### src/rtl/mem_buffer_sequencer_pkg.sv
// mem_buffer_sequencer_pkg
//   Shared types and default sizing for the memory buffer sequencer.
//   vaddress_t / alloc_size_t / buffer_t describe a buffer descriptor.
//   seq_state_t is the sequencer FSM encoding, exposed on the bus for debug.
//   XFER_LEN_BITS is the request length width for the default MAX_XFER.
package mem_buffer_sequencer_pkg;

  localparam int DEF_VADDR_BITS      = 48;
  localparam int DEF_SIZE_BITS       = 32;
  localparam int DEF_MAX_XFER        = 4096;
  localparam int DEF_MAX_OUTSTANDING = 8;

  // A request can be exactly MAX_XFER bytes long, hence the extra bit.
  localparam int XFER_LEN_BITS = $clog2(DEF_MAX_XFER) + 1;

  typedef logic [DEF_VADDR_BITS-1:0] vaddress_t;
  typedef logic [DEF_SIZE_BITS-1:0]  alloc_size_t;

  typedef struct packed {
    vaddress_t   vaddr;
    alloc_size_t size;
  } buffer_t;

  typedef enum logic [1:0] {
    IDLE  = 2'd0,
    ISSUE = 2'd1,
    DRAIN = 2'd2,
    DONE  = 2'd3
  } seq_state_t;

endpackage

### src/rtl/mem_buffer_sequencer_if.sv
// mem_buffer_sequencer_if
//   Bundles the descriptor, request, completion and done channels.
//   master : the environment (descriptor source, memory engine, done sink).
//   slave  : the sequencer.
//   Handshakes: a transfer happens on a rising clk edge where valid and
//   ready are both high; a source holds valid and its payload stable until
//   that edge. cpl_valid is a one-cycle pulse with no ready.
//   state is a debug view of the sequencer FSM.
interface mem_buffer_sequencer_if
  import mem_buffer_sequencer_pkg::*;
#(
  parameter int VADDR_BITS = DEF_VADDR_BITS,
  parameter int SIZE_BITS  = DEF_SIZE_BITS,
  parameter int LEN_BITS   = XFER_LEN_BITS
);

  logic                  buf_valid;
  logic                  buf_ready;
  logic [VADDR_BITS-1:0] buf_vaddr;
  logic [SIZE_BITS-1:0]  buf_size;

  logic                  req_valid;
  logic                  req_ready;
  logic [VADDR_BITS-1:0] req_vaddr;
  logic [LEN_BITS-1:0]   req_len;

  logic                  cpl_valid;

  logic                  done_valid;
  logic                  done_ready;

  seq_state_t            state;

  modport master (
    output buf_valid, buf_vaddr, buf_size,
    input  buf_ready,
    input  req_valid, req_vaddr, req_len,
    output req_ready,
    output cpl_valid,
    input  done_valid,
    output done_ready,
    input  state
  );

  modport slave (
    input  buf_valid, buf_vaddr, buf_size,
    output buf_ready,
    output req_valid, req_vaddr, req_len,
    input  req_ready,
    input  cpl_valid,
    output done_valid,
    input  done_ready,
    output state
  );

endinterface

### src/rtl/mem_seq_chunker.sv
// mem_seq_chunker
//   Combinational sizing of the next memory request.
//   addr    : current request address
//   rem     : bytes still to request
//   req_len : min(rem, bytes left before the next MAX_XFER boundary)
//   last    : this request finishes the buffer
module mem_seq_chunker #(
  parameter int VADDR_BITS = 48,
  parameter int SIZE_BITS  = 32,
  parameter int MAX_XFER   = 4096,
  parameter int LEN_BITS   = $clog2(MAX_XFER) + 1
) (
  input  logic [VADDR_BITS-1:0] addr,
  input  logic [SIZE_BITS-1:0]  rem,
  output logic [LEN_BITS-1:0]   req_len,
  output logic                  last
);

  logic [LEN_BITS-1:0] room;

  always_comb begin
    // MAX_XFER is a power of two, so the mask gives addr mod MAX_XFER.
    room    = LEN_BITS'(MAX_XFER) - LEN_BITS'(addr & VADDR_BITS'(MAX_XFER - 1));
    last    = (rem <= SIZE_BITS'(room));
    req_len = last ? LEN_BITS'(rem) : room;
  end

endmodule

### src/rtl/mem_buffer_sequencer.sv
// mem_buffer_sequencer
//   Accepts one buffer descriptor at a time, splits it into requests that
//   never cross a MAX_XFER boundary, limits issued-but-uncompleted requests
//   to MAX_OUTSTANDING and raises done once every request has completed.
//   Ports:
//     clk, rst      : clock, asynchronous active-high reset
//     bus (slave)   : buf_*, req_*, cpl_valid, done_*, debug state
//     err_cpl       : sticky, completion seen while nothing was outstanding
//     stat_buffers  : completed buffers (wrapping)
//     stat_bytes    : completed bytes (wrapping)
//   Build option: define MEM_BUFFER_SEQUENCER_STATS_EN to enable the
//   statistics counters; otherwise both statistics outputs are tied to 0.
module mem_buffer_sequencer
  import mem_buffer_sequencer_pkg::*;
#(
  parameter int VADDR_BITS      = DEF_VADDR_BITS,
  parameter int SIZE_BITS       = DEF_SIZE_BITS,
  parameter int MAX_XFER        = DEF_MAX_XFER,
  parameter int MAX_OUTSTANDING = DEF_MAX_OUTSTANDING
) (
  input  logic                   clk,
  input  logic                   rst,
  mem_buffer_sequencer_if.slave  bus,
  output logic                   err_cpl,
  output logic [31:0]            stat_buffers,
  output logic [63:0]            stat_bytes
);

  localparam int LEN_BITS = $clog2(MAX_XFER) + 1;
  localparam int CNT_BITS = $clog2(MAX_OUTSTANDING + 1);
  localparam logic [CNT_BITS-1:0] OUT_MAX = CNT_BITS'(MAX_OUTSTANDING);
  localparam logic [CNT_BITS-1:0] ONE     = CNT_BITS'(1);

  seq_state_t            state;
  logic [VADDR_BITS-1:0] addr;
  logic [SIZE_BITS-1:0]  rem;
  logic [CNT_BITS-1:0]   outstanding;
  logic [CNT_BITS-1:0]   out_next;
  logic [LEN_BITS-1:0]   chunk_len;
  logic                  chunk_last;
  logic                  buf_fire;
  logic                  req_fire;
  logic                  done_fire;
  logic                  cpl_spurious;

  mem_seq_chunker #(
    .VADDR_BITS (VADDR_BITS),
    .SIZE_BITS  (SIZE_BITS),
    .MAX_XFER   (MAX_XFER),
    .LEN_BITS   (LEN_BITS)
  ) u_chunker (
    .addr    (addr),
    .rem     (rem),
    .req_len (chunk_len),
    .last    (chunk_last)
  );

  // Request payload comes straight from registers, so it cannot change
  // while a request is stalled.
  assign bus.req_vaddr = addr;
  assign bus.req_len   = chunk_len;
  assign bus.state     = state;

  assign buf_fire     = bus.buf_valid & bus.buf_ready;
  assign req_fire     = bus.req_valid & bus.req_ready;
  assign done_fire    = bus.done_valid & bus.done_ready;
  assign cpl_spurious = bus.cpl_valid & (outstanding == '0);

  // A coincident issue and completion cancel out; a completion with nothing
  // outstanding leaves the counter at zero.
  always_comb begin
    out_next = outstanding;
    if (req_fire && !bus.cpl_valid) begin
      out_next = outstanding + ONE;
    end else if (!req_fire && bus.cpl_valid && outstanding != '0) begin
      out_next = outstanding - ONE;
    end
  end

  always_ff @(posedge clk or posedge rst) begin
    if (rst) begin
      state          <= IDLE;
      bus.buf_ready  <= 1'b0;
      bus.req_valid  <= 1'b0;
      bus.done_valid <= 1'b0;
      addr           <= '0;
      rem            <= '0;
      outstanding    <= '0;
      err_cpl        <= 1'b0;
    end else begin
      outstanding <= out_next;
      if (cpl_spurious) begin
        err_cpl <= 1'b1;
      end

      unique case (state)
        IDLE: begin
          if (buf_fire) begin
            addr          <= bus.buf_vaddr;
            rem           <= bus.buf_size;
            bus.buf_ready <= 1'b0;
            if (bus.buf_size == '0) begin
              state          <= DONE;
              bus.done_valid <= 1'b1;
            end else begin
              state         <= ISSUE;
              bus.req_valid <= (out_next < OUT_MAX);
            end
          end else begin
            bus.buf_ready <= 1'b1;
          end
        end

        ISSUE: begin
          if (req_fire) begin
            addr <= addr + VADDR_BITS'(chunk_len);
            rem  <= rem - SIZE_BITS'(chunk_len);
          end
          if (req_fire && chunk_last) begin
            state         <= DRAIN;
            bus.req_valid <= 1'b0;
          end else begin
            // Registered view of "room for another request next cycle".
            bus.req_valid <= (out_next < OUT_MAX);
          end
        end

        DRAIN: begin
          if (outstanding == '0) begin
            state          <= DONE;
            bus.done_valid <= 1'b1;
          end
        end

        DONE: begin
          if (done_fire) begin
            state          <= IDLE;
            bus.done_valid <= 1'b0;
            bus.buf_ready  <= 1'b1;
          end
        end

        default: begin
          state <= IDLE;
        end
      endcase
    end
  end

`ifdef MEM_BUFFER_SEQUENCER_STATS_EN
  logic [SIZE_BITS-1:0] size_q;

  always_ff @(posedge clk or posedge rst) begin
    if (rst) begin
      size_q       <= '0;
      stat_buffers <= '0;
      stat_bytes   <= '0;
    end else begin
      if (buf_fire) begin
        size_q <= bus.buf_size;
      end
      if (done_fire) begin
        stat_buffers <= stat_buffers + 32'd1;
        stat_bytes   <= stat_bytes + 64'(size_q);
      end
    end
  end
`else
  assign stat_buffers = '0;
  assign stat_bytes   = '0;
`endif

endmodule
### src/flat_wrapper.sv
// flat-port wrapper written by rule: the top's interface ports become plain ports
module mem_buffer_sequencer_flat import mem_buffer_sequencer_pkg::*;
#(
  parameter int VADDR_BITS      = DEF_VADDR_BITS,
  parameter int SIZE_BITS       = DEF_SIZE_BITS,
  parameter int MAX_XFER        = DEF_MAX_XFER,
  parameter int MAX_OUTSTANDING = DEF_MAX_OUTSTANDING
)
  (clk, rst, err_cpl, stat_buffers, stat_bytes, bus_buf_valid, bus_buf_vaddr, bus_buf_size, bus_buf_ready, bus_req_valid, bus_req_vaddr, bus_req_len, bus_req_ready, bus_cpl_valid, bus_done_valid, bus_done_ready, bus_state);
  mem_buffer_sequencer_if #(.VADDR_BITS(VADDR_BITS), .SIZE_BITS(SIZE_BITS)) bus_i ();
  input  logic clk;
  input  logic rst;
  output logic err_cpl;
  output logic [31:0] stat_buffers;
  output logic [63:0] stat_bytes;
  input wire logic [$bits(bus_i.buf_valid)-1:0] bus_buf_valid;
  input wire logic [$bits(bus_i.buf_vaddr)-1:0] bus_buf_vaddr;
  input wire logic [$bits(bus_i.buf_size)-1:0] bus_buf_size;
  output wire logic [$bits(bus_i.buf_ready)-1:0] bus_buf_ready;
  output wire logic [$bits(bus_i.req_valid)-1:0] bus_req_valid;
  output wire logic [$bits(bus_i.req_vaddr)-1:0] bus_req_vaddr;
  output wire logic [$bits(bus_i.req_len)-1:0] bus_req_len;
  input wire logic [$bits(bus_i.req_ready)-1:0] bus_req_ready;
  input wire logic [$bits(bus_i.cpl_valid)-1:0] bus_cpl_valid;
  output wire logic [$bits(bus_i.done_valid)-1:0] bus_done_valid;
  input wire logic [$bits(bus_i.done_ready)-1:0] bus_done_ready;
  output wire logic [$bits(bus_i.state)-1:0] bus_state;
  assign bus_i.buf_valid = bus_buf_valid;
  assign bus_i.buf_vaddr = bus_buf_vaddr;
  assign bus_i.buf_size = bus_buf_size;
  assign bus_buf_ready = bus_i.buf_ready;
  assign bus_req_valid = bus_i.req_valid;
  assign bus_req_vaddr = bus_i.req_vaddr;
  assign bus_req_len = bus_i.req_len;
  assign bus_i.req_ready = bus_req_ready;
  assign bus_i.cpl_valid = bus_cpl_valid;
  assign bus_done_valid = bus_i.done_valid;
  assign bus_i.done_ready = bus_done_ready;
  assign bus_state = bus_i.state;
  mem_buffer_sequencer #(.VADDR_BITS(VADDR_BITS), .SIZE_BITS(SIZE_BITS), .MAX_XFER(MAX_XFER), .MAX_OUTSTANDING(MAX_OUTSTANDING)) u_core (.clk(clk), .rst(rst), .bus(bus_i), .err_cpl(err_cpl), .stat_buffers(stat_buffers), .stat_bytes(stat_bytes));
endmodule
### config.mk
export PLATFORM = sky130hd
export DESIGN_NAME = mem_buffer_sequencer_flat
export DESIGN_NICKNAME = d
export VERILOG_FILES = /design/src/rtl/mem_buffer_sequencer_pkg.sv /design/src/rtl/mem_buffer_sequencer_if.sv /design/src/rtl/mem_seq_chunker.sv /design/src/rtl/mem_buffer_sequencer.sv /design/src/flat_wrapper.sv
export SDC_FILE = /design/constraint.sdc
export NUM_CORES = 1
export LEC_CHECK = 0
export ABC_AREA = 1
export CAP_MARGIN = 10
export CORE_MARGIN = 2
export CORE_UTILIZATION = 55
export CTS_BUF_LIST = sky130_fd_sc_hd__clkbuf_8 sky130_fd_sc_hd__clkbuf_16
export CTS_CLUSTER_DIAMETER = 80
export CTS_CLUSTER_SIZE = 20
export DETAILED_ROUTE_END_ITERATION = 7
export PLACE_DENSITY = 0.89
export SKIP_LAST_GASP = 1
export SLEW_MARGIN = 15
export SYNTH_ARGS = -nofsm -noshare
export SYNTH_HDL_FRONTEND = slang
export SYNTH_SLANG_ARGS = --single-unit
### constraint.sdc
create_clock -name clk -period 8.7 [get_ports clk]
set_input_delay 2.61 -clock clk [delete_from_list [all_inputs] [get_ports clk]]
set_output_delay 2.61 -clock clk [all_outputs]
set_load 0.05 [all_outputs]
==> flow_summary.yaml, run 1 <==
clock_network:
  path_clk_slew_ns: 0.07
  cts-root-buf: "clkbuf_16"
  h-tree-depth: 3
  clock_sinks: 90
  clockBufferDepth: 2
  post_cts_buffers: 0
  hold_buffers: 0
  worstSkewPairLatency_ns: 0.36
  cts_buffers: 9
  cts_tree: "done"
  ctsResizeCount: 0
route:
  via_count: 10280
  drt_wl_total_um: 28730
  drt_iter0_markers: 883
  via_per_inst: 5.376
  routedWlPerCell_um: 15.02
  first_pass_iters: 8
  route.detailed.drc: 0
  ant_nets: 0
timing:
  setup_violations: 0
  min_period_ns: 7.181
  hold_slack_ns: 0.4929
  fin_worst_skew_ns: 0.009756
  slew_viol_final: 0
  slew_headroom: 0.2638
  setup_tns_ns: 0
  finalHoldViolCount: 0
  grt_setup_unrepaired: "false"
  fmax_ghz: 0.1393
  worstMarginPinSlew_ns: 1.104
  final.period_utilization: 0.8254
placed_design:
  portBuffers: 152
  placed_cells: 1897
  dp_hpwl_um: 22200
  gp_congestion: 0.9985
  placed_cell_area_um2: 10820
min_path:
  hp-start: "u_core.rem[17]"
  min_path_cells: 2
  timing.hold.worst.class: "flip-flop to flip-flop"
finish:
  layout_common_cells: "nand2_1, inv_1, nor2_1, clkdlybuf4s50_1, nand3_1"
  area_growth_pct: 17.29
  fin_cells: 1913
  layout_commonest_cell: "nand2_1"
  diodes: 0
  num-fill-cells: 1608
  layout-drive-gt1-share: 0.04621
  final_area_um2: 11150
  finalNetCount: 1817
global_route:
  grt_usage: 0.3126
  grt-ovfl-total: 0
  grt_pass1_vias: 9327
  grt_first_pass_wirelength_um: 45760
  antenna_found_initial: 0
  grt_max_degree: 98
yosys:
  synth-edff-count: 0
  yosysWarnings: 0
  postSynthAreaPerCell_um2: 6.115
  synth_area_um2: 9503
  synthArstFlopShare: 1.000
  ys_seq_area_frac: 0.2370
  synth_ff_type: "dfrtp_1"
  synthDistinctLibCells: 41
  synth_cells: 1554
  ys_ff_latch: 90
critical_path:
  end_kind: "primary output"
  timing.rr.start: "u_core.bus.req_vaddr[1]"
  crit_arrival_ns: 4.57
  cp-startpoint: "u_core.bus.req_vaddr[1]"
  r2r_cells: 30
  cp_common_cell: "inv_1"
  path_max_fanout: 27
  cpPeakStageDelay_ns: 0.82
  crit_chain: "inv_1, ha_1, nand3_1, nor3_2, nand2_1, nor2_1, nand4_1, or2_2, ha_1, nand3_1, nor2_1, nand4_1, nand2_4, inv_1, o21ai_2, o21ai_2, inv_1, clkdlybuf4s50_1"
  critPathKind: "flip-flop to primary output"
  cp-start-kind: "flip-flop"
  critical_path_required_ns: 6.09
  critPathSlowestCell: "clkdlybuf4s50_1"
floorplan:
  dieArea_um2: 18350
  dieWidth_um: 135.4
  core_area_um2: 17120
  std_cell_rows: 48
  dieHeight_um: 135.4
  initial_utilization: 0.5552
  ios: 249
flow_run:
  cap_violations: 0
run_status:
  outcome: "finished clean"
-- path summary, 6_finish.rpt --
path | endpoint | slack, ns
worst min register to register | u_core.rem[17] | 0.49
worst max register to register | u_core.bus.req_vaddr[30] | 3.13
max in group asynchronous | u_core.bus.req_vaddr[12] | 4.87
worst min-delay path | u_core.rem[17] | 0.49
min in group asynchronous | u_core.outstanding[2] | 2.65
worst max-delay path | bus_req_len[12] | 1.52
-- synth_stat cells (all sizes together) (2+ instances only) --
cell / number / area [um^2]
ha: 46 / 575.6
a21oi: 72 / 367.9
or2: 4 / 25.03
nor2: 172 / 663.1
clkbuf: 20 / 75.07
nand2: 466 / 1769
o22ai: 5 / 31.28
nand3: 139 / 705.7
xnor2: 7 / 61.31
dfrtp: 90 / 2252
o21ai: 103 / 568.1
o31ai: 2 / 15.01
xor2: 22 / 192.7
o21bai: 7 / 52.55
o211ai: 10 / 80.07
o221ai: 2 / 17.52
nand3b: 4 / 30.03
buf: 113 / 822.0
fa: 2 / 40.04
nor3: 28 / 160.2
inv: 201 / 754.5
nand4: 35 / 219.0
-- state kept, by name, summed over array words and instances (netlist names) --
register               cells
u_core.bus.req_vaddr      48
u_core.rem                32
u_core.outstanding         4
u_core.bus.state           2
u_core.bus.buf_ready       1
u_core.bus.done_valid      1
u_core.bus.req_valid       1
u_core.err_cpl             1
-- worst max-delay path, delay by kind of cell (launching register included) --
family                   cells  cell delay, ns
AND/OR/NAND/NOR             10            1.88
AO/OA/AOI/OAI                2            0.16
buffers and inverters        4            1.23
flip-flops                   1            0.40
adder cells (fa/ha/maj)      2            0.52
-- cells by family (layout without fill, tap and decap cells) --
group / count (synthesis) / in the layout / share of synthesized area
compound gates: 203 / 203 / 0.1207
flops: 90 / 90 / 0.2370
fa+ha+maj: 48 / 48 / 0.06478
other cells: 1 / 96 / 0.0003946
xor+xnor: 29 / 29 / 0.02673
simple gates: 849 / 849 / 0.3766
buf+inv: 334 / 373 / 0.1738
-- routing by layer --
metal,share of wire,vias to the layer above,global-route usage
met5,0,-,0
met4,0.027,0,0.1042
met3,0.092,57,0.04040
met2,0.45,540,0.5039
met1,0.43,4645,0.4353
li1,-,5042,-
-- layout make-up --
cell class	instances	area, um^2	share of cell area
multi-input combinational	1225	5977	0.5363
sequential	90	2252	0.2021
timing repair buffer	156	1551	0.1392
inverter	201	755.7	0.06780
tap	225	281.5	0.02526
clock buffer	10	239.0	0.02144
clock inverter	6	88.84	0.007970
-- through the flow --
step | setup WS (ns) | util
2_1_floorplan | 2.074 | -
3_3_place_gp | 2.026 | 0.6320
3_5_place_dp | 1.920 | 0.6320
4_1_cts | 1.536 | 0.6512
5_1_grt | 1.259 | 0.6512
6_report | 1.519 | 0.6512
Power of run 1 is not shown: default switching activity piles up to over one toggle a cycle in this logic, so the estimate is an artifact.
==> inputs of run 2 (changes only) <==
CORE_UTILIZATION = 51   (was 55)
PLACE_DENSITY = 0.83   (was 0.89)
clock period = 7.35 ns   (was 8.7 ns; I/O delays follow)
==> flow_summary.yaml, run 2 (synthesis gave the netlist of run 1 again) <==
clock_network:
  clock_sinks: 90
  clockBufferDepth: 2
  post_cts_buffers: 0
  cts_buffers: 9
  path_clk_slew_ns: 0.07
  cts_tree: "done"
  ctsResizeCount: 0
  hold_buffers: 0
  cts-root-buf: "clkbuf_16"
  h-tree-depth: 3
  worstSkewPairLatency_ns: 0.35
floorplan:
  core_area_um2: 18150
  initial_utilization: 0.5236
  dieArea_um2: 19740
  ios: 249
  dieWidth_um: 140.5
  dieHeight_um: 140.5
  std_cell_rows: 49
finish:
  layout-drive-gt1-share: 0.04505
  diodes: 0
  multiInputGateArea_um2: 5977
  regArea_um2: 2252
  layout_commonest_cell: "nand2_1"
  layout_common_cells: "nand2_1, inv_1, nor2_1, clkdlybuf4s50_1, nand3_1"
  finalNetCount: 1817
  largest_reg_flops: 48
  area_growth_pct: 16.98
  num-fill-cells: 1791
critical_path:
  reg2reg_setup_slack_ns: 1.69
  reg2reg_to: "u_core.bus.req_vaddr[22]"
  end_kind: "primary output"
  crit_arrival_ns: 4.60
  cp-start-kind: "flip-flop"
  timing.rr.start: "u_core.bus.req_vaddr[1]"
  critical_path_required_ns: 5.14
  path_max_fanout: 27
  r2r_cells: 30
  critPathKind: "flip-flop to primary output"
global_route:
  grt_pass1_vias: 9279
  grt-ovfl-total: 0
  grt_max_degree: 98
  antenna_found_initial: 0
  grt_usage: 0.2963
  grt_first_pass_wirelength_um: 47290
timing:
  setup_tns_ns: 0
  worstMarginPinSlew_ns: 1.112
  slew_viol_final: 0
  grt_setup_unrepaired: "false"
  slew_headroom: 0.2577
  finalHoldViolCount: 0
  fmax_ghz: 0.1470
  min_period_ns: 6.805
  fin_ws_ns: 0.5454
  final.period_utilization: 0.9258
  setup_violations: 0
  fin_worst_skew_ns: 0.01046
route:
  top_layer: "met4"
  ant_nets: 0
  via_per_inst: 5.319
  wl_met2_um: 12880
  wl_met3_um: 2357
  drt_iter0_markers: 1069
  wl_met1_um: 13420
  drt_wl_total_um: 29180
  routedWlPerCell_um: 15.23
  via_count: 10190
  route.detailed.drc: 0
  first_pass_iters: 6
placed_design:
  portBuffers: 152
  gp_congestion: 0.9690
  dp_slack_ns: 0.9514
  dp_hpwl_um: 22690
min_path:
  hp-start: "u_core.err_cpl"
  hold-path-endpoint: "u_core.err_cpl"
  timing.hold.worst.class: "flip-flop to flip-flop"
  min_path_cells: 1
run_status:
  outcome: "finished clean"
flow_run:
  cap_violations: 0
run 2: cell types whose count changed in the layout (fill, tap and decap cells not counted):
cell / change
bufinv_16: -1
clkinvlp_4: -1
inv_1: +1
run 2: area by class of cell:
type	instances	share of cell area
multi-input combinational	1225	0.5376
sequential	90	0.2026
timing repair buffer	156	0.1396
inverter	201	0.06798
tap	229	0.02577
clock buffer	10	0.02150
clock inverter	5	0.004952
run 2: stage by stage:
step / cells / hold WS, ns / area, um^2 / utilization
after global placement: 1901 / 0.4632 / 10820 / 0.5964
after global routing: 1916 / 0.5019 / 11120 / 0.6126
after floorplan: 1649 / 0.4490 / 9859 / -
after CTS: 1916 / 0.4924 / 11120 / 0.6126
after detailed placement: 1901 / 0.4715 / 10820 / 0.5964
final: 1916 / 0.4929 / 11120 / 0.6126
run 2: worst max-delay path, cell delays in order (launching register included):
cell and delay (ns):
dfrtp_1 0.40, inv_1 0.15, ha_1 0.21, nand3_1 0.14, nor3_2 0.22, nand2_1 0.08, nor2_1 0.20, nand4_1 0.19
or2_2 0.33, ha_1 0.32, nand3_1 0.10, nor2_1 0.15, nand4_1 0.17, nand2_4 0.35, inv_1 0.14, o21ai_2 0.09
o21ai_2 0.08, inv_1 0.08, clkdlybuf4s50_1 0.86
run 2: per-layer routing:
metal | up-vias | GRT usage
met5 | - | 0
li1 | 5056 | -
met3 | 35 | 0.03658
met2 | 430 | 0.4644
met1 | 4671 | 0.4316
met4 | 0 | 0.08263
run 2: how the worst max path moves through the flow:
stage | slack [ns] | to | from
final | 0.55 | bus_req_len[12] | u_core.bus.req_vaddr[1]
after floorplan | 1.13 | bus_req_len[0] | u_core.bus.req_vaddr[1]
after global placement | 1.08 | bus_req_len[12] | u_core.bus.req_vaddr[1]
after global routing | 0.14 | bus_req_len[12] | u_core.bus.req_vaddr[1]
after CTS | 0.55 | bus_req_len[12] | u_core.bus.req_vaddr[1]
after detailed placement | 0.95 | bus_req_len[12] | u_core.bus.req_vaddr[1]
Power of run 2 is left out for the same reason.
==> inputs of run 3 (changes only) <==
CORE_UTILIZATION = 60   (was 51)
DONT_BUFFER_PORTS = 1   (was default)
PLACE_DENSITY = 0.76   (was 0.83)
==> flow_summary.yaml, run 3 (synthesis gave the netlist of run 1 again) <==
run_status:
  outcome: "finished clean"
floorplan:
  ios: 249
  initial_utilization: 0.6070
  dieHeight_um: 129.9
  dieWidth_um: 129.9
  core_area_um2: 15660
  dieArea_um2: 16860
  std_cell_rows: 46
finish:
  area_growth_pct: 1.264
  finalNetCount: 1666
  layout_common_cells: "nand2_1, inv_1, nor2_1, nand3_1, conb_1"
  layout_commonest_cell: "nand2_1"
  multiInputGateArea_um2: 5977
  layout-drive-gt1-share: 0.05140
  num-fill-cells: 1573
  fin_cells: 1754
  largest_reg_flops: 48
  regArea_um2: 2252
route:
  first_pass_iters: 5
  via_per_inst: 5.494
  via_count: 9637
  wl_met2_um: 11600
  wl_met1_um: 12240
  drt_iter0_markers: 945
  routedWlPerCell_um: 15.75
  drt_wl_total_um: 27630
  ant_nets: 0
  route.detailed.drc: 0
  wl_met3_um: 2974
  top_layer: "met4"
critical_path:
  critical_path_required_ns: 5.14
  critPathKind: "flip-flop to primary output"
  cpPeakStageDelay_ns: 0.58
  crit_arrival_ns: 4.28
  cpLargestDelayFamily: "simple AND/OR/NAND/NOR gates"
  end_kind: "primary output"
  critPathSlowestCell: "dfrtp_1"
  crit_chain: "inv_1, ha_1, nand3_1, nor3_2, nand2_1, nor2_1, nand4_1, or2_2, ha_1, nand3_1, nor2_1, nand4_1, nand2_4, inv_1, o21ai_2, o21ai_2, inv_1"
  cp-start-kind: "flip-flop"
  path_buf_inv: 3
  cp_common_cell: "inv_1"
  path_max_fanout: 27
clock_network:
  hold_buffers: 0
  post_cts_buffers: 0
  cts-root-buf: "clkbuf_16"
  clock_sinks: 90
  clockBufferDepth: 2
  worstSkewPairLatency_ns: 0.35
  h-tree-depth: 3
  cts_buffers: 9
  ctsResizeCount: 0
  path_clk_slew_ns: 0.07
  cts_tree: "done"
global_route:
  grt-ovfl-total: 0
  grt_max_degree: 98
  grt_pass1_vias: 8507
  grt_usage: 0.3231
  antenna_found_initial: 1
  grt_first_pass_wirelength_um: 43060
placed_design:
  gp_congestion: 0.9646
  portBuffers: 0
  placed_cells: 1737
  dp_hpwl_um: 21060
timing:
  fin_worst_skew_ns: 0.009010
  finalHoldViolCount: 0
  setup_tns_ns: 0
  worstMarginPinSlew_ns: 1.065
  final.period_utilization: 0.8825
  setup_violations: 0
  fmax_ghz: 0.1542
  min_period_ns: 6.487
  slew_viol_final: 0
  grt_setup_unrepaired: "false"
  slew_headroom: 0.2900
min_path:
  timing.hold.worst.class: "flip-flop to flip-flop"
flow_run:
  cap_violations: 0
## run 3: cell count changes in the layout (fill, tap and decap cells not counted), sizes merged
| cell | previous run | this run |
|---|---|---|
| clkdlybuf4s50 | 152 | 0 |
| inv | 202 | 201 |
| buf | 4 | 5 |
| diode | 0 | 1 |
| clkinvlp | 1 | 2 |
| bufinv | 1 | 2 |
## run 3: per-layer routing
metal,global-route usage,vias up
met4,0.1157,0
met3,0.07790,57
met2,0.4841,441
met1,0.4553,4386
li1,-,4753
met5,0,-
## run 3: tightest hold or removal path: stages, from the launching register on
cell,delay (ns)
dfrtp_1,0.36
nand2_1,0.06
nand2_1,0.06
## run 3: final timing paths
path,startpoint,end,slack (ns),cells past startpoint
max in group asynchronous,rst,u_core.bus.done_valid,4.34,2
hold / removal,u_core.rem[17],u_core.rem[17],0.50,2
setup / recovery,u_core.bus.req_vaddr[1],bus_req_len[12],0.86,17
setup reg to reg,u_core.bus.req_vaddr[1],u_core.bus.req_vaddr[22],1.46,29
hold reg to reg,u_core.rem[17],u_core.rem[17],0.50,2
min in group asynchronous,rst,u_core.bus.req_vaddr[47],1.66,1
## run 3: cell type report
cell class	count	area share
Multi-Input combinational cell	1225	0.6211
Sequential cell	90	0.2340
Inverter	201	0.07853
Tap cell	216	0.02808
Clock buffer	10	0.02483
Clock inverter	6	0.009232
Timing Repair Buffer	5	0.003901
Antenna cell	1	0.0002600
## run 3: metrics by stage
step	instance area, um^2	util	setup slack [ns]	hold slack (ns)
final	9623	0.6147	0.8635	0.5030
after global routing	9620	0.6145	0.5336	0.5446
after CTS	9620	0.6145	0.8538	0.5022
after detailed placement	9293	0.5936	1.243	0.4847
after global placement	9293	0.5936	1.348	0.4653
after floorplan	9859	-	1.129	0.4490
Power of run 3 is left out for the same reason.
